### src/rtl/dmem_ctrl.sv
// dmem_ctrl: round-robin CPU/debug arbiter and fixed-latency sequencer for a single-port data memory
// Ports: clk_i/rst_i (async active-high); start_i gates new grants;
//   cpu_*: MEM-stage request, read data and pipeline stall;
//   dbg_*: debug/loader request, read data and one-cycle ack;
//   mem_*: memory enable, write enable, word-aligned address, write data and read data.
module dmem_ctrl #(
  parameter int ADDR_W  = 32,
  parameter int DATA_W  = 32,
  parameter int MEM_LAT = 2
) (
  input  logic              clk_i,
  input  logic              rst_i,
  input  logic              start_i,
  input  logic              cpu_req_i,
  input  logic              cpu_we_i,
  input  logic [ADDR_W-1:0] cpu_addr_i,
  input  logic [DATA_W-1:0] cpu_wdata_i,
  output logic [DATA_W-1:0] cpu_rdata_o,
  output logic              cpu_stall_o,
  input  logic              dbg_req_i,
  input  logic              dbg_we_i,
  input  logic [ADDR_W-1:0] dbg_addr_i,
  input  logic [DATA_W-1:0] dbg_wdata_i,
  output logic [DATA_W-1:0] dbg_rdata_o,
  output logic              dbg_ack_o,
  output logic              mem_en_o,
  output logic              mem_we_o,
  output logic [ADDR_W-1:0] mem_addr_o,
  output logic [DATA_W-1:0] mem_wdata_o,
  input  logic [DATA_W-1:0] mem_rdata_i
);
  localparam int CW = $clog2(MEM_LAT) + 1;
  typedef enum logic [1:0] {IDLE, BUSY, DONE} state_t;
  state_t            state_q, state_d;
  logic [CW-1:0]     cnt_q, cnt_d;
  logic              last_q, last_d;
  logic              gnt_q, gnt_d;
  logic              we_q, we_d;
  logic [ADDR_W-1:0] addr_q, addr_d;
  logic [DATA_W-1:0] wdata_q, wdata_d;
  logic [DATA_W-1:0] cpu_rdata_q, cpu_rdata_d;
  logic [DATA_W-1:0] dbg_rdata_q, dbg_rdata_d;
  logic              pick_dbg, busy, done;
  // grant/last encoding: 1 = debug, 0 = CPU; on a tie the port not granted last wins
  assign pick_dbg = dbg_req_i && (!cpu_req_i || !last_q);
  always_comb begin
    state_d     = state_q;
    cnt_d       = cnt_q;
    last_d      = last_q;
    gnt_d       = gnt_q;
    we_d        = we_q;
    addr_d      = addr_q;
    wdata_d     = wdata_q;
    cpu_rdata_d = cpu_rdata_q;
    dbg_rdata_d = dbg_rdata_q;
    case (state_q)
      IDLE: if (start_i && (cpu_req_i || dbg_req_i)) begin
        gnt_d   = pick_dbg;
        we_d    = pick_dbg ? dbg_we_i : cpu_we_i;
        addr_d  = pick_dbg ? dbg_addr_i : cpu_addr_i;
        wdata_d = pick_dbg ? dbg_wdata_i : cpu_wdata_i;
        cnt_d   = CW'(MEM_LAT - 1);
        state_d = BUSY;
      end
      BUSY: if (cnt_q == '0) begin
        cpu_rdata_d = (!we_q && !gnt_q) ? mem_rdata_i : cpu_rdata_q;
        dbg_rdata_d = (!we_q && gnt_q) ? mem_rdata_i : dbg_rdata_q;
        state_d     = DONE;
      end else begin
        cnt_d = cnt_q - 1'b1;
      end
      DONE: begin
        last_d  = gnt_q;
        state_d = IDLE;
      end
      default: state_d = IDLE;
    endcase
  end
  always_ff @(posedge clk_i or posedge rst_i) begin
    if (rst_i) begin
      state_q     <= IDLE;
      cnt_q       <= '0;
      last_q      <= 1'b1;
      gnt_q       <= 1'b0;
      we_q        <= 1'b0;
      addr_q      <= '0;
      wdata_q     <= '0;
      cpu_rdata_q <= '0;
      dbg_rdata_q <= '0;
    end else begin
      state_q     <= state_d;
      cnt_q       <= cnt_d;
      last_q      <= last_d;
      gnt_q       <= gnt_d;
      we_q        <= we_d;
      addr_q      <= addr_d;
      wdata_q     <= wdata_d;
      cpu_rdata_q <= cpu_rdata_d;
      dbg_rdata_q <= dbg_rdata_d;
    end
  end
  assign busy        = state_q == BUSY;
  assign done        = state_q == DONE;
  assign mem_en_o    = busy;
  assign mem_we_o    = busy && we_q;
  assign mem_addr_o  = busy ? (addr_q & ~ADDR_W'(3)) : '0;
  assign mem_wdata_o = busy ? wdata_q : '0;
  assign dbg_ack_o   = done && gnt_q;
  // the pipeline advances on the DONE edge of its own access
  assign cpu_stall_o = cpu_req_i && !(done && !gnt_q);
  assign cpu_rdata_o = cpu_rdata_q;
  assign dbg_rdata_o = dbg_rdata_q;
endmodule

### config.mk
export PLATFORM = sky130hd
export DESIGN_NAME = dmem_ctrl
export DESIGN_NICKNAME = d
export VERILOG_FILES = /design/src/rtl/dmem_ctrl.sv
export SDC_FILE = /design/constraint.sdc
export NUM_CORES = 1
export LEC_CHECK = 0
export CAP_MARGIN = 20
export CORE_ASPECT_RATIO = 0.5
export CORE_MARGIN = 4
export CORE_UTILIZATION = 43
export DETAILED_ROUTE_END_ITERATION = 16
export GPL_TIMING_DRIVEN = 0
export PLACE_DENSITY = 0.82
export RECOVER_POWER = 25
export SKIP_CTS_REPAIR_TIMING = 1
export SLEW_MARGIN = 30
export SYNTH_ARGS = -nofsm -noshare
export SYNTH_HDL_FRONTEND = slang
export SYNTH_SLANG_ARGS = --single-unit
### constraint.sdc
create_clock -name clk_i -period 7 [get_ports clk_i]
set_input_delay 1.05 -clock clk_i [delete_from_list [all_inputs] [get_ports clk_i]]
set_output_delay 1.05 -clock clk_i [all_outputs]
set_load 0.005 [all_outputs]
==> impl_metrics.tcl, run 1 <==
set metrics [dict create \
    end_kind "asynchronous set/reset pin" \
    start_util 0.4411 \
    grt_overflow 0 \
    wl_mm 18.92 \
    crit_family "buffers and inverters" \
    die_area_um2 16010 \
    worstPathRequired_ns 7.06 \
    synth.cell_area_um2 5993 \
    max_stage_delay_ns 1.72 \
    ys_ff_latch 133 \
    rsz0062_at_grt "false" \
    dr.pass1.iters 4 \
    cts_made_buffers 17 \
    vias_per_cell 5.262 \
    clkTransAtPathRegs_ns 0.06 \
    fp.dieH_um 91.48 \
    cp_cell_sequence "dlygate4sd3_1 -> clkinvlp_2 -> clkbuf_2" \
    fin_skew_ns 0.01259 \
    ir_drop_mv 0.2293 \
    grt_pass1_vias 5631 \
    antenna_found_initial 0 \
    powerDensity_nw_per_um2 434.1 \
    htreeDepth 4 \
    antenna_left 0 \
    core-area_um2 13590 \
    outcome "finished with violations" \
    synth_cell_types 31 \
    cts_tree "done" \
    vias 5162 \
    drcViolationCount 0 \
    fin_nets 944 \
    startpoint_type "primary input" \
    clkLatencyLatePin_ns 0.41 \
    max_freq_mhz 224.1 \
    arrival_ns 4.52 \
    period_share 0.6374 \
    leakage_nw 3.883 \
    async_flop_share 1.000 \
    syn_avg_cell_area_um2 12.94 \
    fin_crit_ns 4.462 \
    layout-drive-gt1-share 0.1508 \
    dpl-instance-area_um2 9195 \
    hold_class "reg -> reg" \
    rows 30 \
    crit_buf_inv 3 \
    relSlewSlack -0.4572 \
    postLayoutCellArea_um2 9806 \
    place_hpwl_mm 14.16 \
    drv_slew 136 \
    hold_viol 0 \
    port_buffers 292 \
    wl_per_cell_um 19.29 \
    synth_warnings 0 \
    syn-instance-count 463 \
    grt_max_degree 90 \
    drv_cap 2 \
    dieWidth_um 175.0 \
    ys_seq_area_frac 0.5555 \
    clk_path_buf_depth 2 \
    tightest_slew_ns 2.186 \
    setup-violations-final 0 \
    cp_max_fo 89 \
    critPathKind "in -> async" \
    cts-root-buf "clkbuf_16" \
    synth_edf_count 0 \
    track_usage 0.2356 \
    pin_count 299 \
    syn_to_final_growth_pct 63.61 \
    violations "max-capacitance violations, max-slew violations" \
    grt_pass1_wl_mm 30.10 \
    setup_tns_ns 0 \
    antenna_cells 0 \
    routabilityCongestion 0.7841 \
    ys.flop_type "dfrtp_1" \
    slowest_stage "clkbuf_2" \
    cts_sinks 133 \
    dr.first_iter.drc_count 282 \
]
-- placed cells by master (no fill, tap or decap), drive strengths merged, types with 4 or more instances in the layout --
cell           instances
a2bb2oi               63
and2                  64
buf                   21
bufinv                 4
clkbuf                48
clkdlybuf4s50        291
clkinv                 4
dfrtp                132
inv                    8
mux2                  64
o32ai                 64
-- cells by family (layout without fill, tap and decap cells) --
family | Yosys count | in the layout | synth area share
buffers and inverters | 55 | 380 | 0.04488
adder cells (fa/ha/maj) | 1 | 1 | 0.002087
multiplexers | 65 | 65 | 0.1219
AO/OA/AOI/OAI | 134 | 134 | 0.1942
flip-flops | 133 | 133 | 0.5555
other | 1 | 2 | 0.0006257
AND/OR/NAND/NOR | 74 | 74 | 0.08079
-- cell type report --
type,instances,area (um2)
plain buffers,49,246.5
clock buffers,19,442.9
fillers,981,3782
multi-input cells,276,2399
inverters,6,23.77
repair buffers,293,2928
clock inverters,13,196.4
flip-flops and latches,133,3329
well taps,192,240.2
-- per-stage QoR --
stage                     hold slack (ns)  utilization  power, mW  worst slack [ns]  std cells
after floorplan                    0.4828            -      2.164             2.397        464
after global placement             0.4705       0.6741      3.265            0.5245        948
after detailed placement           0.4849       0.6767      3.321             3.316        949
after CTS                          0.4991       0.7238      4.298             3.311        981
after global routing               0.5173       0.7216      4.498             1.784        981
final                              0.4922       0.7216      4.257             2.538        981
-- state kept, by name, summed over array words and instances (netlist names) --
signal	count
dbg_rdata_o	32
cpu_rdata_o	32
we_q	1
gnt_q	1
state_q	2
wdata_q	32
cnt_q	2
addr_q	30
last_q	1
-- final timing paths --
kind / startpoint / to / slack, ns / cells after the start
worst max-delay path: rst_i / state_q[0] / 2.54 / 3
worst min-delay path: cpu_rdata_o[8] / cpu_rdata_o[8] / 0.49 / 1
worst max register to register: cnt_q[0] / cpu_rdata_o[19] / 5.00 / 5
worst min register to register: cpu_rdata_o[8] / cpu_rdata_o[8] / 0.49 / 1
max in group clk_i: cpu_req_i / cpu_stall_o / 3.30 / 5
min in group asynchronous: rst_i / cpu_rdata_o[3] / 1.62 / 2
-- per-layer routing --
metal  GRT usage  part of all wire  vias up
met5           0                 0        -
met2      0.4183              0.51      161
met1      0.2798              0.41     2578
met4     0.07054             0.018        0
met3     0.06697             0.062       26
li1            -                 -     2397
-- power breakdown --
group / internal (mW) / total (mW) / switching [mW]
logic: 1.25 / 1.96 / 0.713
registers: 1.15 / 1.34 / 0.193
clock network: 0.612 / 0.958 / 0.346
-- Yosys cell counts, types with 2 or more instances --
| cell | count | share of area |
|---|---|---|
| a2bb2oi_1 | 63 | 0.092 |
| and2_1 | 64 | 0.067 |
| buf_1 | 3 | 0.0019 |
| buf_2 | 8 | 0.0067 |
| buf_4 | 6 | 0.0075 |
| buf_6 | 4 | 0.0075 |
| clkbuf_1 | 28 | 0.018 |
| dfrtp_1 | 132 | 0.55 |
| inv_1 | 5 | 0.0031 |
| mux2_1 | 2 | 0.0038 |
| mux2_2 | 62 | 0.12 |
| nor2_1 | 3 | 0.0019 |
| o21ai_0 | 2 | 0.0017 |
| o32ai_1 | 64 | 0.094 |
No activity file was read; power rests on OpenSTA's default activity.
==> inputs of run 2 (changes only) <==
--- a/config.mk
+++ b/config.mk
@@ -8,10 +8,10 @@
 export CAP_MARGIN = 20
 export CORE_ASPECT_RATIO = 0.5
 export CORE_MARGIN = 4
-export CORE_UTILIZATION = 43
+export CORE_UTILIZATION = 37
 export DETAILED_ROUTE_END_ITERATION = 16
 export GPL_TIMING_DRIVEN = 0
-export PLACE_DENSITY = 0.82
+export PLACE_DENSITY = 0.75
 export RECOVER_POWER = 25
 export SKIP_CTS_REPAIR_TIMING = 1
 export SLEW_MARGIN = 30
==> constraint.sdc (replaced) <==
create_clock -name clk_i -period 3.7 [get_ports clk_i]
set_input_delay 0.555 -clock clk_i [delete_from_list [all_inputs] [get_ports clk_i]]
set_output_delay 0.555 -clock clk_i [all_outputs]
set_load 0.005 [all_outputs]
==> run 2 against run 1 <==
Compared with the run above: the flow still finishes with violations (max-capacitance violations, max-slew violations); total power grew 83%; combinational power grew 89%; setup slack lost 1.9 ns; clock power grew 64%; first-iteration DRC count shrank 39%; flip-flop and latch count is the same; register-to-register slack lost 3.3 ns; global-route usage shrank 3.1 points; routed wire length grew 0.75%; largest cell class unchanged; sequential power grew 89%; clock skew shrank 0.0017 ns; design area shrank 0.19%.
==> impl_metrics.tcl, run 2 (synthesis results as in run 1) <==
set metrics [dict create \
    clk_path_buf_depth 2 \
    antenna_cells 0 \
    r2r_end "cpu_rdata_o[15]" \
    critPathKind "reg -> out" \
    vias_per_cell 5.155 \
    pin_count 299 \
    syn_to_final_growth_pct 63.30 \
    crit_start "state_q[1]" \
    fin_nets 948 \
    hold_viol 0 \
    arrival_ns 2.55 \
    fp.dieH_um 98.00 \
    setup_tns_ns 0 \
    fin_skew_ns 0.01094 \
    dr.first_iter.drc_count 173 \
    start_util 0.3838 \
    grt_pass1_wl_mm 30.43 \
    seqCellArea_um2 3329 \
    rrSetupSlack_ns 1.69 \
    period_share 0.8401 \
    rsz0062_at_grt "false" \
    rows 32 \
    wl_mm 19.06 \
    dieWidth_um 188.0 \
    clkLatencyLatePin_ns 0.40 \
    cp_max_fo 10 \
    powerDensity_nw_per_um2 797.5 \
    track_usage 0.2043 \
    routabilityCongestion 0.7950 \
    final_common_cell "clkdlybuf4s50_1" \
    holdWs_ns 0.4923 \
    drcViolationCount 0 \
    port_buffers 292 \
    drv_cap 3 \
    clkTransAtPathRegs_ns 0.06 \
    relSlewSlack -0.06791 \
    cts_made_buffers 17 \
    grt_overflow 0 \
    outcome "finished with violations" \
    antenna_found_initial 0 \
    fillCellCount 1232 \
    grt_pass1_vias 5635 \
    hold_class "reg -> reg" \
    final_cell_mix "291 x clkdlybuf4s50_1, 132 x dfrtp_1, 64 x o32ai_1, 64 x and2_1, 63 x a2bb2oi_1" \
    vias 5134 \
    startpoint_type "flip-flop" \
    htreeDepth 4 \
    grt_max_degree 29 \
    violations "max-capacitance violations, max-slew violations" \
    fin_crit_ns 3.108 \
    end_kind "output pin" \
    antenna_left 0 \
    crit_end "mem_addr_o[14]" \
    core-area_um2 15620 \
    cts_sinks 133 \
    place_hpwl_mm 14.38 \
    cts-root-buf "clkbuf_16" \
    holdCritStartpoint "cpu_rdata_o[8]" \
    max_freq_mhz 321.7 \
    wl_per_cell_um 19.14 \
    worstPathRequired_ns 3.14 \
    layout-drive-gt1-share 0.1503 \
    die_area_um2 18420 \
    leakage_nw 3.869 \
    multi_input_area_um2 2399 \
    ir_drop_mv 0.3944 \
    r2r_cells 5 \
    r2r_start "cnt_q[0]" \
    setup-violations-final 0 \
    drv_slew 84 \
    tightest_slew_ns 1.602 \
    cts_tree "done" \
    dr.pass1.iters 4 \
]
## run 2: changes by cell type in the layout (fill, tap and decap cells not counted), sizes merged
cell | previous run | this run
buf | 21 | 23
clkbuf | 48 | 50
clkinv | 4 | 9
bufinv | 4 | 1
inv | 8 | 5
## run 2: final cells by class
cell class,instances,area share
tap,204,0.02608
clock buffer,19,0.04526
buffer,49,0.02519
timing repair buffer,297,0.3047
multi-input combinational,276,0.2451
inverter,6,0.002429
clock inverter,12,0.01112
sequential,133,0.3402
## run 2: metal layers
metal / vias to the layer above / GRT usage / wire (um)
met5: - / 0 / 0
met4: 0 / 0.05862 / 359
met3: 25 / 0.07071 / 1313
met2: 172 / 0.3494 / 9496
met1: 2538 / 0.2470 / 7891
li1: 2399 / - / -
## run 2: report_power, final
group / internal [mW] / leakage (nW) / switching [mW]
logic: 2.36 / 2.08 / 1.34
clock network: 0.938 / 0.269 / 0.631
registers: 2.17 / 1.53 / 0.361
## run 2: through the flow
step	cell area, um2	power [mW]	cells	utilization	setup WS, ns
after CTS	9838	7.923	996	0.6300	0.5461
after global routing	9787	8.317	996	0.6268	0.3436
final	9787	7.805	996	0.6268	0.5916
after detailed placement	9286	6.297	965	0.5947	0.9449
after floorplan	6001	4.095	464	-	1.495
after global placement	9179	6.205	960	0.5878	0.2711
## run 2: worst min path at each step
| stage | endpoint | slack (ns) | depth (start not counted) |
|---|---|---|---|
| finish | cpu_rdata_o[8] | 0.49 | 1 |
| global route | cpu_rdata_o[27] | 0.52 | 1 |
| CTS | wdata_q[25] | 0.44 | 2 |
| detailed placement | cpu_rdata_o[8] | 0.48 | 1 |
| global placement | cpu_rdata_o[0] | 0.47 | 1 |
| floorplan | cpu_rdata_o[0] | 0.48 | 1 |
## run 2: worst max-delay path: stages (launching register included)
cell and delay [ns]:
dfrtp_1 0.39, nand2b_4 0.19, inv_1 0.10, clkbuf_1 0.41, clkbuf_1 0.35, and2_1 0.21
clkdlybuf4s50_1 0.50
